--- src/rtl/uart_pkg.sv ---
// Shared types and widths for the UART transmit-side arbiters.
package uart_pkg;

  localparam int BYTE_W  = 8;
  localparam int GRANT_W = 3;

  typedef enum logic {
    IDLE   = 1'b0,
    LOCKED = 1'b1
  } arb_state_t;

endpackage

--- src/rtl/rr_pick.sv ---
// Combinational round-robin picker: first valid index scanning upward from
// last_ptr+1, wrapping modulo N.
module rr_pick
  import uart_pkg::*;
#(
  parameter int N = 3
) (
  input  logic [N-1:0]       valid,
  input  logic [GRANT_W-1:0] last_ptr,
  output logic               any,
  output logic [GRANT_W-1:0] index
);

  localparam int SLOTS = 1 << GRANT_W;

  logic [SLOTS-1:0]   valid_ext;
  logic [GRANT_W-1:0] cand_idx [N];
  logic [N-1:0]       cand_valid;

  // Padding to a power-of-two width lets any GRANT_W-bit index address it.
  assign valid_ext = SLOTS'(valid);

  genvar gi;
  generate
    for (gi = 0; gi < N; gi++) begin : g_cand
      logic [GRANT_W:0] sum;
      assign sum = {1'b0, last_ptr} + (GRANT_W+1)'(gi + 1);
      assign cand_idx[gi] = (sum >= (GRANT_W+1)'(N)) ? GRANT_W'(sum - (GRANT_W+1)'(N))
                                                     : sum[GRANT_W-1:0];
      assign cand_valid[gi] = valid_ext[cand_idx[gi]];
    end
  endgenerate

  // Scan from the farthest candidate down so the nearest one wins.
  always_comb begin
    any   = 1'b0;
    index = '0;
    for (int k = N - 1; k >= 0; k--) begin
      if (cand_valid[k]) begin
        any   = 1'b1;
        index = cand_idx[k];
      end
    end
  end

endmodule

--- src/rtl/uart_tx_arbiter.sv ---
// Packet-locking round-robin arbiter in front of a single UART transmitter,
// with a one-byte holding register and a mid-packet stall timeout.
module uart_tx_arbiter
  import uart_pkg::*;
#(
  parameter int N_REQ          = 3,
  parameter int TIMEOUT_CYCLES = 4096
) (
  input  logic                    clock,
  input  logic                    rst_n,
  input  logic [N_REQ-1:0]        req_valid,
  input  logic [BYTE_W*N_REQ-1:0] req_data,
  input  logic [N_REQ-1:0]        req_last,
  output logic [N_REQ-1:0]        req_ready,
  output logic                    tx_req,
  output logic [BYTE_W-1:0]       tx_data,
  input  logic                    tx_ack,
  output logic                    grant_valid,
  output logic [GRANT_W-1:0]      grant_id,
  output logic                    abort_pulse
);

  localparam int SLOTS   = 1 << GRANT_W;
  localparam int TIMER_W = $clog2(TIMEOUT_CYCLES);
  // The abort fires on the edge where the timer would reach TIMEOUT_CYCLES-1.
  localparam logic [TIMER_W-1:0] TIMER_ABORT = TIMER_W'(TIMEOUT_CYCLES - 2);

  arb_state_t         state_reg, state_next;
  logic [GRANT_W-1:0] grant_id_reg, grant_id_next;
  logic [GRANT_W-1:0] rr_ptr_reg, rr_ptr_next;
  logic               hold_full_reg, hold_full_next;
  logic               held_last_reg, held_last_next;
  logic [BYTE_W-1:0]  tx_data_reg, tx_data_next;
  logic [TIMER_W-1:0] timer_reg, timer_next;
  logic               abort_reg, abort_next;

  logic [SLOTS-1:0]   valid_ext;
  logic [SLOTS-1:0]   last_ext;
  logic [BYTE_W-1:0]  data_arr [SLOTS];
  logic               cur_valid;
  logic               cur_last;
  logic [BYTE_W-1:0]  cur_data;
  logic               pick_any;
  logic [GRANT_W-1:0] pick_idx;

  genvar gi;
  generate
    for (gi = 0; gi < SLOTS; gi++) begin : g_slot
      if (gi < N_REQ) begin : g_used
        assign valid_ext[gi] = req_valid[gi];
        assign last_ext[gi]  = req_last[gi];
        assign data_arr[gi]  = req_data[BYTE_W*gi +: BYTE_W];
      end else begin : g_pad
        assign valid_ext[gi] = 1'b0;
        assign last_ext[gi]  = 1'b0;
        assign data_arr[gi]  = '0;
      end
    end

    for (gi = 0; gi < N_REQ; gi++) begin : g_ready
      assign req_ready[gi] = (state_reg == LOCKED) && !hold_full_reg &&
                             (grant_id_reg == GRANT_W'(gi));
    end
  endgenerate

  assign cur_valid = valid_ext[grant_id_reg];
  assign cur_last  = last_ext[grant_id_reg];
  assign cur_data  = data_arr[grant_id_reg];

  rr_pick #(.N(N_REQ)) u_pick (
    .valid    (req_valid),
    .last_ptr (rr_ptr_reg),
    .any      (pick_any),
    .index    (pick_idx)
  );

  always_comb begin
    state_next     = state_reg;
    grant_id_next  = grant_id_reg;
    rr_ptr_next    = rr_ptr_reg;
    hold_full_next = hold_full_reg;
    held_last_next = held_last_reg;
    tx_data_next   = tx_data_reg;
    timer_next     = timer_reg;
    abort_next     = 1'b0;

    case (state_reg)
      IDLE: begin
        timer_next = '0;
        if (pick_any) begin
          state_next    = LOCKED;
          grant_id_next = pick_idx;
        end
      end
      LOCKED: begin
        if (hold_full_reg) begin
          // Timer frozen: a slow transmitter must never trigger an abort.
          if (tx_ack) begin
            hold_full_next = 1'b0;
            if (held_last_reg) begin
              state_next  = IDLE;
              rr_ptr_next = grant_id_reg;
            end
          end
        end else if (cur_valid) begin
          hold_full_next = 1'b1;
          tx_data_next   = cur_data;
          held_last_next = cur_last;
          timer_next     = '0;
        end else if (timer_reg == TIMER_ABORT) begin
          state_next  = IDLE;
          rr_ptr_next = grant_id_reg;
          abort_next  = 1'b1;
          timer_next  = timer_reg + TIMER_W'(1);
        end else begin
          timer_next = timer_reg + TIMER_W'(1);
        end
      end
      default: state_next = IDLE;
    endcase
  end

  always_ff @(posedge clock) begin
    if (!rst_n) begin
      state_reg     <= IDLE;
      grant_id_reg  <= '0;
      rr_ptr_reg    <= GRANT_W'(N_REQ - 1);
      hold_full_reg <= 1'b0;
      held_last_reg <= 1'b0;
      tx_data_reg   <= '0;
      timer_reg     <= '0;
      abort_reg     <= 1'b0;
    end else begin
      state_reg     <= state_next;
      grant_id_reg  <= grant_id_next;
      rr_ptr_reg    <= rr_ptr_next;
      hold_full_reg <= hold_full_next;
      held_last_reg <= held_last_next;
      tx_data_reg   <= tx_data_next;
      timer_reg     <= timer_next;
      abort_reg     <= abort_next;
    end
  end

  assign tx_req      = hold_full_reg;
  assign tx_data     = tx_data_reg;
  assign grant_valid = (state_reg == LOCKED);
  assign grant_id    = grant_id_reg;
  assign abort_pulse = abort_reg;

endmodule

--- config.mk ---
export PLATFORM = sky130hd
export DESIGN_NAME = uart_tx_arbiter
export DESIGN_NICKNAME = d
export VERILOG_FILES = /design/src/rtl/uart_pkg.sv /design/src/rtl/rr_pick.sv /design/src/rtl/uart_tx_arbiter.sv
export SDC_FILE = /design/constraint.sdc
export NUM_CORES = 1
export LEC_CHECK = 0
export CORE_UTILIZATION = 51
export CTS_CLUSTER_SIZE = 10
export DETAILED_ROUTE_END_ITERATION = 8
export PLACE_DENSITY_LB_ADDON = 0.15
export REMOVE_ABC_BUFFERS = 1
export SYNTH_ARGS = -nofsm -noshare
export SYNTH_HDL_FRONTEND = slang
export SYNTH_SLANG_ARGS = --single-unit
--- constraint.sdc ---
create_clock -name clock -period 3.4 [get_ports clock]
set_clock_uncertainty 0.15 [all_clocks]
set_input_delay 0.68 -clock clock [delete_from_list [all_inputs] [get_ports clock]]
set_output_delay 0.68 -clock clock [all_outputs]
set_load 0.05 [all_outputs]
==> impl_metrics.json, run 1 <==
{
  "status": "finished, final reports clean",
  "detailedPlace.worstSlack_ps": 433,
  "post_cts.resized_instances": 0,
  "power.sequential.fraction_pct": 38.4,
  "vdd_drop_max_uv": 221,
  "crit_path_max_fanout": 9,
  "post_drt_via_cell_ratio": 5.91,
  "regToRegSetupSlack_ps": 740,
  "static-leakage-power_nw": 1.08,
  "post-route-drc-count": 0,
  "grt_max_degree": 26,
  "synthArstFlopShare_pct": 0,
  "worstHoldPathCells": 2,
  "cp_cell_sequence": "or3_1 > nor3b_1 > clkdlybuf4s50_1",
  "fin_crit_sh_pct": 90.1,
  "drt_iter0_markers": 117,
  "drtPass1Iterations": 4,
  "path_buf_inv": 1,
  "row_count": 23,
  "pwr-share-comb_pct": 25.8,
  "pin_count": 50,
  "crit_slowest_cell": "clkdlybuf4s50_1",
  "cts-buffers-inserted": 5,
  "antenna_cell_count": 0,
  "design.core.area_mm2": 0.00409,
  "route.antenna.remaining_nets": 0,
  "class_of_the_most_critical_setup_path": "register to output pin",
  "internal_power_uw": 699,
  "final_core_area_utilization_pct": 68.5,
  "finalNetCount": 360,
  "postLayoutSetupSlackWorst_ps": 337,
  "cpPeakStageDelay_ps": 840,
  "areaGrowthSynthToFinish_pct": 26.0,
  "power_density_over_the_cells_mw_per_mm2": 357,
  "post_drt_wl_per_cell_um": 14.5,
  "cts_hold_repair_buffers": 0,
  "design_power_total_uw": 998,
  "via_count": 2180,
  "finalHoldViolCount": 0,
  "layout-drive-gt1-share_pct": 10.0,
  "cts_tree": "built",
  "fillers": 357,
  "worstMarginPinSlew_ps": 707,
  "detailed_place_hpwl_mm": 3.91,
  "finalSetupViolCount": 0,
  "grt_antenna_before_repair": 0,
  "grt-ovfl-total": 0,
  "post_synth_inst_count": 274,
  "sequential_area_share_after_synthesis_pct": 27.1,
  "worst_path_dominant_cell_family": "buffers and inverters",
  "die_width_um": 68.0,
  "switching_power_summed_over_all_nets_uw": 299,
  "maxCapViolations": 0,
  "min_period_ps": 3060,
  "slew_headroom_pct": 52.3,
  "clock-root-buffer": "clkbuf_8",
  "chipHeight_um": 68.0,
  "largest_register_ffs": 12,
  "count_of_buffers_added_by_post_cts_timing_repair_for_setup": 0,
  "count_of_port_buffers_added_during_placement": 49,
  "clk_pin_slew_ps": 60,
  "p_sw_share_pct": 30.0,
  "first_global_vias": 1912,
  "yosys.cell_types.count": 66,
  "grt_pass1_wl_mm": 8.62,
  "grt_usage_pct": 25.0,
  "min_path_type": "register to register",
  "setup_repair_after_global_routing_missed_its_margin": "false",
  "netlist_area_mm2": 0.00222,
  "clock_latency_ps": 290,
  "crit_cells": 3,
  "initial_core_util_pct": 54.3,
  "clock_tree.buffer_depth": 2,
  "htree_num_levels": 2,
  "worst-endpoint-arrival_ps": 2230,
  "cts.sinks": 30,
  "reg2reg_path_depth": 7,
  "power.clock.fraction_pct": 35.8,
  "number_of_enable_flip_flop_cells_after_synthesis": 0,
  "ys_seq_elements": 30,
  "gp_congestion": 0.936,
  "worst_setup_path_start_kind": "register",
  "synthesis.area_per_instance_um2": 8.10,
  "ys.warnings.count": 0,
  "ys_dominant_reg_cell": "dfxtp_1",
  "report.final.slew_viol_count": 0,
  "worst_setup_path_end_kind": "output pin",
  "totalNegativeSetupSlack_ps": 0,
  "required_ps": 2570,
  "dieArea_mm2": 0.00462,
  "achievable-frequency_mhz": 327,
  "totalWireLength_mm": 5.34
}
[tightest hold or removal path: cells and delay by family (launching register included)]
family	cells	cell delay, ps
compound gates	1	50
flops	1	310
simple gates	1	90
[final cells by class]
cell class,instances,area (um^2),area share (%)
inverter,12,61.3,2.19
clock buffer,7,76.3,2.73
sequential,30,601,21.5
clock inverter,1,30.0,1.07
timing repair buffer,55,536,19.1
multi-input combinational,214,1430,51.2
tap,50,62.6,2.24
[cell families (layout without fill, tap and decap cells)]
group | count (synthesis) | in the layout | synth area share, %
simple gates | 105 | 105 | 25.2
compound gates | 82 | 82 | 26.0
flops | 30 | 30 | 27.1
buf+inv | 30 | 75 | 8.46
mux | 14 | 14 | 6.31
fa+ha+maj | 9 | 9 | 5.07
xor+xnor | 4 | 4 | 1.92
[final timing paths]
path,start,endpoint
setup / recovery,tx_req$_SDFFE_PN0P_,req_ready[2]
hold / removal,tx_data[7]$_SDFFE_PN0P_,tx_data[7]$_SDFFE_PN0P_
setup reg to reg,rr_ptr_reg[1]$_SDFFE_PN1P_,grant_id[1]$_SDFFE_PN0P_
hold reg to reg,tx_data[7]$_SDFFE_PN0P_,tx_data[7]$_SDFFE_PN0P_
[power by group through the flow]
stage / clock network, mW / logic, mW / registers (mW)
finish: 0.357 / 0.258 / 0.383
global route: 0.370 / 0.280 / 0.386
CTS: 0.360 / 0.259 / 0.383
detailed placement: 0 / 0.257 / 0.391
global placement: 0 / 0.254 / 0.390
floorplan: 0 / 0.104 / 0.442
[routing by layer]
metal  track usage [%]  share of wire, %
met5                 0                 0
met4              5.47               1.6
met3              8.17               6.2
met2              40.6                47
met1              31.9                45
[cell usage in the layout, fill, tap and decap left out, drive strengths merged, types with 6 or more instances in the layout]
cell | netlist | routed
clkdlybuf4s50 | 0 | 49
ha | 9 | 9
clkbuf | 5 | 7
buf | 13 | 6
a211oi | 11 | 11
nand2 | 12 | 12
nor2 | 39 | 39
nor3b | 7 | 7
and3 | 7 | 7
mux2i | 14 | 14
a21oi | 20 | 20
o21ai | 16 | 16
dfxtp | 30 | 30
inv | 11 | 11
nor3 | 10 | 10
[cells in the mapped netlist, types with 2 or more instances]
cell / count / area [um^2]
inv_2: 2 / 7.51
buf_6: 7 / 78.8
o21ai_0: 9 / 45.0
or3_1: 2 / 12.5
clkbuf_1: 5 / 18.8
o21bai_1: 2 / 15.0
mux2i_1: 14 / 140
inv_1: 8 / 30.0
or2b_2: 2 / 17.5
dfxtp_1: 30 / 601
nand3_1: 5 / 25.0
buf_2: 5 / 25.0
o22ai_1: 3 / 18.8
nand2_1: 12 / 45.0
a21oi_1: 20 / 100
or3b_1: 2 / 17.5
a31oi_1: 4 / 25.0
nand2b_1: 4 / 25.0
nor3_1: 10 / 50.1
xnor2_1: 3 / 26.3
nor4_1: 4 / 25.0
nor2_1: 39 / 146
a211oi_1: 10 / 75.1
o21ai_1: 6 / 30.0
o211ai_1: 2 / 15.0
nor3b_1: 6 / 45.0
nor2b_1: 3 / 18.8
ha_1: 9 / 113
a22oi_1: 2 / 15.0
and3_1: 6 / 37.5
o31ai_1: 2 / 15.0
nand4_1: 2 / 12.5
[stage by stage]
step | area, um^2 | hold slack (ps) | std cells
4_1_cts | 2800 | 349 | 369
3_5_place_dp | 2690 | 340 | 361
5_1_grt | 2800 | 382 | 369
6_report | 2800 | 347 | 369
2_1_floorplan | 2090 | 323 | 256
3_3_place_gp | 2690 | 336 | 361
Power figures use the tool's default switching activity.
==> inputs of run 2 (changes only) <==
SETUP_SLACK_MARGIN = 0.3   (was not set)
==> run 2 against run 1 <==
Power shrank 0.18%. Wire length fell by 0.13%. Highest routed layer unchanged. Combinational power about the same. Fmax up 1.8%. Global-route usage unchanged.
==> impl_metrics.json, run 2 (synthesis gave the netlist of run 1 again) <==
{
  "class_of_the_most_critical_setup_path": "register to output pin",
  "placed_cell_area_mm2": 0.00269,
  "worstMarginPinSlew_ps": 707,
  "power_density_over_the_cells_mw_per_mm2": 356,
  "achievable-frequency_mhz": 332,
  "drtPass1Iterations": 4,
  "finalNetCount": 360,
  "clock-root-buffer": "clkbuf_8",
  "power.clock.fraction_pct": 35.7,
  "setup_repair_after_global_routing_missed_its_margin": "false",
  "cts-buffers-inserted": 5,
  "post_drt_wl_per_cell_um": 14.5,
  "reg2reg_path_depth": 7,
  "worstHoldEndpoint": "tx_data[7]$_SDFFE_PN0P_",
  "static-leakage-power_nw": 1.10,
  "chipHeight_um": 68.0,
  "final_cell_area_mm2": 0.00280,
  "layout-drive-gt1-share_pct": 10.0,
  "via_count": 2178,
  "pin_count": 50,
  "dieArea_mm2": 0.00462,
  "power.sequential.fraction_pct": 38.5,
  "die_width_um": 68.0,
  "crit_path_max_fanout": 9,
  "first_global_vias": 1912,
  "regToRegSetupSlack_ps": 740,
  "worst_setup_path_start_kind": "register",
  "post-route-drc-count": 0,
  "gp_congestion": 0.936,
  "required_ps": 2570,
  "totalNegativeSetupSlack_ps": 0,
  "switching_power_summed_over_all_nets_uw": 297,
  "largest_register_ffs": 12,
  "worst_hold_startpoint": "tx_data[7]$_SDFFE_PN0P_",
  "vdd_drop_max_uv": 221,
  "slew_headroom_pct": 52.3,
  "grt_max_degree": 26,
  "post_drt_via_cell_ratio": 5.90,
  "initial_core_util_pct": 54.3,
  "count_of_buffers_added_by_post_cts_timing_repair_for_setup": 0,
  "pwr-share-comb_pct": 25.9,
  "antenna_cell_count": 0,
  "areaGrowthSynthToFinish_pct": 26.2,
  "report.final.slew_viol_count": 0,
  "count_of_port_buffers_added_during_placement": 49,
  "worst-endpoint-arrival_ps": 2180,
  "clock_latency_ps": 290,
  "design.core.area_mm2": 0.00409,
  "grt_usage_pct": 25.0,
  "min_period_ps": 3010,
  "clk_pin_slew_ps": 60,
  "detailed_place_hpwl_mm": 3.91,
  "p_sw_share_pct": 29.8,
  "grt-ovfl-total": 0,
  "finalHoldViolCount": 0,
  "worstHoldPathCells": 2,
  "row_count": 23,
  "internal_power_uw": 699,
  "worstReg2RegStart": "rr_ptr_reg[1]$_SDFFE_PN1P_",
  "post_cts.resized_instances": 0,
  "min_path_type": "register to register",
  "most-common-layout-cells": "clkdlybuf4s50_1 (48), nor2_1 (39), dfxtp_1 (30)",
  "grt_antenna_before_repair": 0,
  "cts_tree": "built",
  "grt_pass1_wl_mm": 8.62,
  "maxCapViolations": 0,
  "route.antenna.remaining_nets": 0,
  "clock_tree.buffer_depth": 2,
  "status": "finished, final reports clean",
  "final_common_cell": "clkdlybuf4s50_1",
  "totalWireLength_mm": 5.34,
  "cts.sinks": 30,
  "r2r_end": "grant_id[1]$_SDFFE_PN0P_",
  "worst_setup_path_end_kind": "output pin",
  "finalSetupViolCount": 0,
  "htree_num_levels": 2,
  "cts_hold_repair_buffers": 0,
  "drt_iter0_markers": 117,
  "fin_crit_sh_pct": 88.5
}
## run 2: changes by cell type in the layout (fill, tap and decap cells not counted), sizes merged
cell,before,now
clkdlybuf4s50,49,48
dlymetal6s2s,0,1
## run 2: metrics by stage
stage	util (%)	setup slack (ps)	total power [mW]	std cells	hold slack, ps
after global routing	68.5	337	1.04	369	382
after detailed placement	65.9	433	0.648	361	340
after global placement	65.9	504	0.644	361	336
after floorplan	-	148	0.545	256	323
final	68.5	391	0.996	369	347
after CTS	68.5	343	1.00	369	349
## run 2: power by group through the flow
stage | sequential (mW) | combinational [mW] | clock, mW
final | 0.383 | 0.258 | 0.355
after global routing | 0.386 | 0.280 | 0.370
after CTS | 0.383 | 0.259 | 0.360
after detailed placement | 0.391 | 0.257 | 0
after global placement | 0.390 | 0.254 | 0
after floorplan | 0.442 | 0.104 | 0
## run 2: layout make-up
type | instances | area (um^2)
Clock inverter | 1 | 30.0
Clock buffer | 7 | 76.3
Tap cell | 50 | 62.6
Multi-Input combinational cell | 214 | 1430
Timing Repair Buffer | 55 | 538
Inverter | 12 | 61.3
Sequential cell | 30 | 601
Fill cell | 358 | 1290
## run 2: critical path: stages, from the launching register on
cell             delay, ps
dfxtp_1                390
or3_1                  480
nor3_1                 180
clkdlybuf4s50_1        840
## run 2: worst max path at each step
stage                      startpoint                          to  slack, ps  cells after the start
3_5_place_dp             req_valid[0]  timer_reg[10]$_SDFFE_PN0P_        430                      7
2_1_floorplan  grant_valid$_SDFF_PN0_                req_ready[2]        150                      3
5_1_grt           tx_req$_SDFFE_PN0P_                req_ready[0]        340                      3
4_1_cts           tx_req$_SDFFE_PN0P_                req_ready[2]        340                      3
3_3_place_gp             req_valid[0]  timer_reg[11]$_SDFFE_PN0P_        500                      7
6_report          tx_req$_SDFFE_PN0P_                req_ready[0]        390                      3
## run 2: metal layers
metal / global-route usage [%] / up-vias / part of all wire, %
met4: 5.47 / 0 / 1.4
met5: 0 / - / 0
met2: 40.6 / 60 / 48
met3: 8.17 / 9 / 5.7
met1: 31.9 / 1015 / 45
li1: - / 1094 / -
==> inputs of run 3 (changes only) <==
--- a/config.mk
+++ b/config.mk
@@ -6,5 +6,5 @@
 export NUM_CORES = 1
 export LEC_CHECK = 0
-export CORE_UTILIZATION = 51
+export CORE_UTILIZATION = 30
 export CTS_CLUSTER_SIZE = 10
 export DETAILED_ROUTE_END_ITERATION = 8
==> constraint.sdc (replaced) <==
create_clock -name clock -period 3.4 [get_ports clock]
set_clock_uncertainty 0.15 [all_clocks]
set_input_delay 0.51 -clock clock [delete_from_list [all_inputs] [get_ports clock]]
set_output_delay 0.51 -clock clock [all_outputs]
set_load 0.05 [all_outputs]
==> run 3 against run 2 <==
Combinational power shrank 2%. Critical path type unchanged. Critical path depth grew 1. Sequential power is essentially flat. Die area grew 68%. Flip-flop and latch count is the same. Sequential share of layout area shrank 0.25 points. Register-to-register slack gained 80 ps. Largest power group unchanged.
==> impl_metrics.json, run 3 (synthesis gave the netlist of run 1 again) <==
{
  "worstMarginPinSlew_ps": 599,
  "cts-buffers-inserted": 5,
  "drtPass1Iterations": 4,
  "finalSetupViolCount": 0,
  "report.final.slew_viol_count": 0,
  "wl_met3_um": 249,
  "clk_pin_slew_ps": 60,
  "cts_hold_repair_buffers": 0,
  "post-route-drc-count": 0,
  "finalHoldViolCount": 0,
  "fillers": 747,
  "chipHeight_um": 88.0,
  "required_ps": 2740,
  "cts.sinks": 30,
  "static-leakage-power_nw": 1.11,
  "min_period_ps": 2680,
  "grt_usage_pct": 15.3,
  "whs_ps": 352,
  "worst_setup_path_end_kind": "output pin",
  "final_common_cell": "clkdlybuf4s50_1",
  "worst-endpoint-arrival_ps": 2020,
  "crit_path_max_fanout": 10,
  "achievable-frequency_mhz": 373,
  "cts_tree": "built",
  "route.antenna.remaining_nets": 0,
  "die_width_um": 88.0,
  "clock_latency_ps": 280,
  "final_cell_area_mm2": 0.00283,
  "clock-root-buffer": "clkbuf_8",
  "via_count": 2111,
  "placed_cells": 407,
  "slew_headroom_pct": 60.1,
  "most-common-layout-cells": "clkdlybuf4s50_1 (46), nor2_1 (39), dfxtp_1 (30)",
  "grt_pass1_wl_mm": 9.20,
  "power_density_over_the_cells_mw_per_mm2": 320,
  "vdd_drop_max_uv": 134,
  "clock_tree.buffer_depth": 2,
  "pin_count": 50,
  "initial_core_util_pct": 31.8,
  "first_global_vias": 1854,
  "grt-ovfl-total": 0,
  "highest-signal-layer": "met4",
  "areaGrowthSynthToFinish_pct": 27.6,
  "final_cell_count_no_fill": 414,
  "antenna_cell_count": 0,
  "layout-drive-gt1-share_pct": 9.75,
  "class_of_the_most_critical_setup_path": "register to output pin",
  "finalNetCount": 360,
  "htree_num_levels": 2,
  "min_path_type": "register to register",
  "post_drt_wl_per_cell_um": 13.4,
  "design.core.area_mm2": 0.00698,
  "maxCapViolations": 0,
  "post_drt_via_cell_ratio": 5.10,
  "worst_setup_path_start_kind": "register",
  "regToRegSetupSlack_ps": 820,
  "fin_crit_sh_pct": 78.9,
  "drt_iter0_markers": 84,
  "status": "finished, final reports clean",
  "met2_length_mm": 2.48,
  "wl_met1_mm": 2.79,
  "gp_congestion": 0.834,
  "grt_antenna_before_repair": 0,
  "largest_register_ffs": 12,
  "dieArea_mm2": 0.00775,
  "placed_cell_area_mm2": 0.00275,
  "count_of_port_buffers_added_during_placement": 49,
  "detailed_place_hpwl_mm": 4.04,
  "totalNegativeSetupSlack_ps": 0,
  "totalWireLength_mm": 5.54,
  "row_count": 30,
  "setup_repair_after_global_routing_missed_its_margin": "false",
  "grt_max_degree": 26
}
run 3: cell types whose count changed in the layout (fill, tap and decap cells not counted):
cell             delta
bufinv_16           -1
clkdlybuf4s50_1     -2
dlymetal6s2s_1      +2
run 3: through the flow:
| step | setup WS [ps] | utilization (%) | power [mW] |
|---|---|---|---|
| final | 719 | 40.6 | 0.907 |
| after floorplan | 318 | - | 0.545 |
| after detailed placement | 613 | 39.4 | 0.648 |
| after CTS | 306 | 40.5 | 0.919 |
| after global placement | 583 | 39.4 | 0.648 |
| after global routing | 543 | 40.6 | 0.961 |
run 3: area by class of cell:
class                           count  area, um^2  share of cell area, %
Inverter                           12        61.3                   2.16
Multi-Input combinational cell    214        1430                   50.5
Sequential cell                    30         601                   21.2
Tap cell                           96         120                   4.24
Timing Repair Buffer               55         543                   19.2
Clock buffer                        7        76.3                   2.69
run 3: where the power goes:
part | switching, mW | total [mW] | internal, mW
Sequential | 0.0175 | 0.385 | 0.368
Clock | 0.126 | 0.267 | 0.141
Combinational | 0.143 | 0.254 | 0.111
run 3: final timing paths:
| path | depth (start not counted) | startpoint | to |
|---|---|---|---|
| setup reg to reg | 7 | rr_ptr_reg[0]$_SDFFE_PN0P_ | grant_id[0]$_SDFFE_PN0P_ |
| hold reg to reg | 2 | tx_data[6]$_SDFFE_PN0P_ | tx_data[6]$_SDFFE_PN0P_ |
| setup / recovery | 4 | grant_valid$_SDFF_PN0_ | req_ready[2] |
| hold / removal | 2 | tx_data[6]$_SDFFE_PN0P_ | tx_data[6]$_SDFFE_PN0P_ |
run 3: what timing repair did:
item	4_1_cts	5_1_grt
setup endpoints to repair	0	3
gates resized for setup	0	3
setup buffers	0	0
run 3: critical path: stages (launching register included):
cell,delay (ps)
dfxtp_1,570
inv_4,80
or3_1,450
nor3b_1,200
dlymetal6s2s_1,450
run 3: per-layer routing:
metal,global-route usage [%],vias up
met1,22.0,972
met5,0,-
met4,3.96,0
li1,-,1089
met2,22.3,48
met3,4.05,2
